### src/rtl/ps_bigreg_collector.sv
// Gathers one PS_BIGREG group from the memory map into a wide register, presents it
// with valid/ready, then clears the group's freshbits so the PS sees it was consumed.
module ps_bigreg_collector #(
  parameter int BASE_ID    = 1,
  parameter int SAMPLES    = 16,
  parameter int DATA_WIDTH = 16,
  parameter int ID_WIDTH   = 8
) (
  input  logic                          clk,
  input  logic                          rst,
  input  logic [SAMPLES:0]              fresh_bits,
  output logic                          rd_req,
  output logic [ID_WIDTH-1:0]           rd_id,
  input  logic [DATA_WIDTH-1:0]         rd_data,
  output logic [SAMPLES:0]              clr_fresh,
  output logic [SAMPLES*DATA_WIDTH-1:0] data_out,
  output logic                          data_valid,
  input  logic                          data_ready,
  output logic                          err_incomplete
);

  localparam int CW = $clog2(SAMPLES + 1);
  localparam logic [CW-1:0]       LAST_IDX = CW'(SAMPLES - 1);
  localparam logic [CW-1:0]       NUM_REQ  = CW'(SAMPLES);
  localparam logic [ID_WIDTH-1:0] BASE     = ID_WIDTH'(BASE_ID);

  typedef enum logic [1:0] {IDLE, READ, PRESENT, CLEAR} state_t;

  state_t                          state_q, state_d;
  logic [CW-1:0]                   req_cnt_q, req_cnt_d;
  logic [CW-1:0]                   cap_idx_q, cap_idx_d;
  logic                            cap_vld_q, cap_vld_d;
  logic [SAMPLES*DATA_WIDTH-1:0]   data_q, data_d;
  logic                            group_valid;
  logic                            group_complete;

  assign group_valid    = fresh_bits[SAMPLES];
  assign group_complete = &fresh_bits[SAMPLES-1:0];

  always_ff @(posedge clk or posedge rst) begin
    if (rst) begin
      state_q   <= IDLE;
      req_cnt_q <= '0;
      cap_idx_q <= '0;
      cap_vld_q <= 1'b0;
      data_q    <= '0;
    end else begin
      state_q   <= state_d;
      req_cnt_q <= req_cnt_d;
      cap_idx_q <= cap_idx_d;
      cap_vld_q <= cap_vld_d;
      data_q    <= data_d;
    end
  end

  always_comb begin
    state_d = state_q;
    case (state_q)
      IDLE:    if (group_valid) state_d = group_complete ? READ : CLEAR;
      READ:    if (cap_vld_q && (cap_idx_q == LAST_IDX)) state_d = PRESENT;
      PRESENT: if (data_ready) state_d = CLEAR;
      CLEAR:   state_d = IDLE;
      default: state_d = IDLE;
    endcase
  end

  // Read data returns one cycle after its request, so the word index rides
  // alongside in cap_idx_q and writes land without bubbles.
  always_comb begin
    req_cnt_d = req_cnt_q;
    cap_vld_d = rd_req;
    cap_idx_d = req_cnt_q;
    data_d    = data_q;
    if (rd_req) begin
      req_cnt_d = req_cnt_q + CW'(1);
    end else if (state_q != READ) begin
      req_cnt_d = '0;
    end
    if (cap_vld_q) begin
      data_d[cap_idx_q*DATA_WIDTH +: DATA_WIDTH] = rd_data;
    end
  end

  always_comb begin
    rd_req         = (state_q == READ) && (req_cnt_q != NUM_REQ);
    rd_id          = BASE + ID_WIDTH'(req_cnt_q);
    data_valid     = (state_q == PRESENT);
    clr_fresh      = {(SAMPLES + 1){state_q == CLEAR}};
    err_incomplete = (state_q == IDLE) && group_valid && !group_complete;
  end

  assign data_out = data_q;

endmodule

### config.mk
export PLATFORM = sky130hd
export DESIGN_NAME = ps_bigreg_collector
export DESIGN_NICKNAME = d
export VERILOG_FILES = /design/src/rtl/ps_bigreg_collector.sv
export SDC_FILE = /design/constraint.sdc
export NUM_CORES = 1
export LEC_CHECK = 0
export ABC_AREA = 1
export ABC_CLOCK_PERIOD_IN_PS = 8000
export BUFFER_PORTS_ARGS = -buffer_cell sky130_fd_sc_hd__buf_2
export CAP_MARGIN = 20
export CORE_ASPECT_RATIO = 1.5
export CORE_UTILIZATION = 42
export CTS_CLUSTER_SIZE = 16
export DETAILED_ROUTE_END_ITERATION = 8
export PLACE_DENSITY = 0.69
export SLEW_MARGIN = 20
export SYNTH_ARGS = -nofsm -noshare
export SYNTH_HDL_FRONTEND = slang
export SYNTH_SLANG_ARGS = --single-unit
### constraint.sdc
create_clock -name clk -period 8 [get_ports clk]
set_input_delay 0.8 -clock clk [delete_from_list [all_inputs] [get_ports clk]]
set_output_delay 0.8 -clock clk [all_outputs]
set_load 0.01 [all_outputs]
==> run_results.csv <==
group,metric,value,unit
timing,finClkSkew,9.17,ps
power,irDropWorstVdd,0.197,mV
timing,fin_setup_tns,0,ps
flow_run,cap_violations,0,
drt,drt-met1-wl,13.9,mm
placement,numPortBuffers,317,
logic_synthesis,synth-async-reset-ratio,1.00,
drt,detail-route-antenna-nets,0,
status,violations,"DRC",
drt,remaining_drc_errors,32,
floorplanning,pin_count,320,
setup_path,cp_max_fo,37,
logic_synthesis,synth_area_per_cell,8.55,sq um
global_route,antenna_found_initial,2,
layout,nets,1678,
clock_tree,cts_tree,"yes",
logic_synthesis,synth-edff-count,0,
timing,finalMaxSlewViolations,0,
clock_tree,clkTransAtPathRegs,60,ps
logic_synthesis,yosys_warnings,0,
clock_tree,clk_path_buf_depth,3,
logic_synthesis,syn_inst,1373,
drt,viasPerCell,5.10,
logic_synthesis,yosysSeqAreaShare,0.573,
drt,highest_layer,"met5",
clock_tree,clk_latency,540,ps
logic_synthesis,synth_area,11700,sq um
layout,drive_gt1_frac,0.245,
drt,routed-wl-met2,18.7,mm
floorplanning,die_y,207,microns
drt,met3_length,1.87,mm
power,leakagePower,7.32,nW
floorplanning,die_area,28600,sq um
global_route,grtUsageTotal,0.251,
floorplanning,die_x,139,microns
timing,tightest_slew,1040,ps
timing,slew_headroom,0.307,
timing,period_needed,4030,ps
placement,hpwl,26.3,mm
drt,vias,10200,
layout,area.sequential,6730,sq um
floorplanning,rows,74,
logic_synthesis,ys_ff_latch,269,
global_route,grt_pass1_wl,55.2,mm
setup_path,cp.arrival,4450,ps
setup_path,start_kind,"flop",
setup_path,crit_type,"flop to flop",
layout,instances_no_fill,1994,
timing,hold_viol_final,0,
global_route,first_global_vias,9781,
global_route,overflow,0,
power,cellPowerDensity,286,nW/um^2
floorplanning,start_util,0.430,
drt,wire_per_inst,18.1,microns
clock_tree,ctsResizeCount,0,
clock_tree,ctsHoldBuffers,0,
placement,placedCellCount,1945,
logic_synthesis,synth.distinct_cells,33,
setup_path,rrSetupSlack,3970,ps
layout,n_fill_cell,2553,
drt,first_pass_iters,7,
clock_tree,postCtsSetupRepairBufs,0,
timing,rsz0062_at_grt,"no",
clock_tree,cts_root_buf,"clkbuf_16",
clock_tree,clkSinkCount,269,
timing,post-route-period-util,0.503,
setup_path,worst-endpoint-required,8430,ps
layout,area_delta_synth_final,21.9,%
clock_tree,h-tree-depth,1,
global_route,grt_max_degree,140,
drt,routed_wl,36.2,mm
placement,gp_congestion,0.852,
setup_path,critPathCaptureType,"flop",
status,status,"complete, but fails checks",
worst_hold_path,hp-class,"flop to flop",
floorplanning,coreArea,27300,sq um
logic_synthesis,synthFlopType,"dfrtp_1",
drt,drt-initial-drc-count,684,
clock_tree,cts_buffers,26,
timing,max_freq,248,MHz
layout,multi_input_area,4320,sq um
timing,finalSetupViolations,0,
layout,n_antenna_cell,0,
-- kinds of logic after synthesis --
| family | share of synthesized area |
|---|---|
| AND/OR/NAND/NOR | 0.292 |
| flip-flops | 0.573 |
| buffers and inverters | 0.0607 |
| AO/OA/AOI/OAI | 0.0611 |
| adder cells (fa/ha/maj) | 0.0107 |
| XOR/XNOR | 0.00213 |
| other | 0.000319 |
-- final cells by class --
class	count	area share
Inverter	63	0.0168
Tap cell	342	0.0299
Sequential cell	269	0.470
Clock buffer	39	0.0552
Clock inverter	9	0.00874
Multi-Input combinational cell	945	0.302
Timing Repair Buffer	327	0.117
-- power by group --
part	switching, mW	total, mW	internal, mW	leakage (nW)
Combinational	0.924	1.24	0.312	3.71
Clock	0.524	1.30	0.779	0.447
Sequential	0.0820	1.56	1.48	3.17
-- flip-flops by register name, summed over array words and instances, names as in the netlist --
name       count
cap_vld_q      1
state_q        2
cap_idx_d      5
data_out     256
cap_idx_q      5
-- layer usage --
layer | track usage | up-vias
met4 | 0.125 | 4
met3 | 0.0325 | 99
li1 | - | 4903
met5 | 0 | -
met2 | 0.451 | 366
met1 | 0.298 | 4807
-- worst max-delay path: stages (launching register included) --
cell and delay, ps:
dfrtp_1 430, inv_2 450, ha_1 740, inv_2 350, nor2_1 190, clkinv_1 360, nor2_2 350, nand2_1 620
o21ai_0 410
-- worst paths after layout --
check | from | end | depth (start not counted)
worst min-delay path | cap_idx_d[4] | cap_idx_q[4] | 0
worst min register to register | cap_idx_d[4] | cap_idx_q[4] | 0
max in group asynchronous | rst | data_out[137] | 4
min in group asynchronous | rst | data_out[43] | 3
worst max-delay path | cap_idx_q[0] | data_out[233] | 8
worst max register to register | cap_idx_q[0] | data_out[233] | 8
-- synth_stat cells, types with 2 or more instances --
cell,number,area [sq um]
buf_1,3,11.3
o21ai_1,79,395
a21oi_1,4,20.0
nor3_1,44,220
nand2_4,3,33.8
nand4_1,68,425
nor2_4,7,78.8
nand2_1,543,2040
nor2_2,4,25.0
clkinv_1,2,7.51
dfrtp_1,269,6730
inv_2,3,11.3
nand4_2,4,50.1
inv_1,58,218
clkbuf_1,48,180
nand3_2,6,60.1
ha_1,10,125
nand3_1,22,110
buf_2,24,120
nor2_1,87,327
buf_4,22,165
o21ai_0,52,260
-- cells in the final DEF (no fill, tap or decap) --
master	instances
ha_1	10
clkinv_1	2
clkbuf_8	7
nand2_8	1
a21oi_4	1
buf_12	1
xor2_1	1
buf_4	8
clkinv_2	4
clkinvlp_4	3
nand3_1	21
o21ai_1	79
nand2_4	3
xnor2_4	1
nor2_1	87
buf_2	317
a21oi_1	4
nor2_8	1
nor3_2	1
o211a_1	1
nand3_2	7
dfrtp_1	269
nor3_1	44
conb_1	2
o21ai_0	52
clkbuf_16	27
nor2_4	7
nand4_2	4
bufinv_16	3
nand2_1	543
or2_2	1
clkbuf_1	5
a22o_1	1
nor2_2	4
inv_2	3
buf_8	1
o22ai_1	1
inv_1	57
nand4_1	68
-- per-stage QoR --
stage                     hold slack, ps  power [mW]  instance area [sq um]  setup WS [ps]   util
after floorplan                      375        2.46                  11700           3650      -
after global placement               397        2.81                  13400           4190  0.490
after detailed placement             432        2.83                  13400           3980  0.490
after CTS                            446        4.13                  14300           3960  0.523
after global routing                 449        4.31                  14300           3510  0.524
final                                439        4.10                  14300           3970  0.524
(Power assumes the default switching activity.)
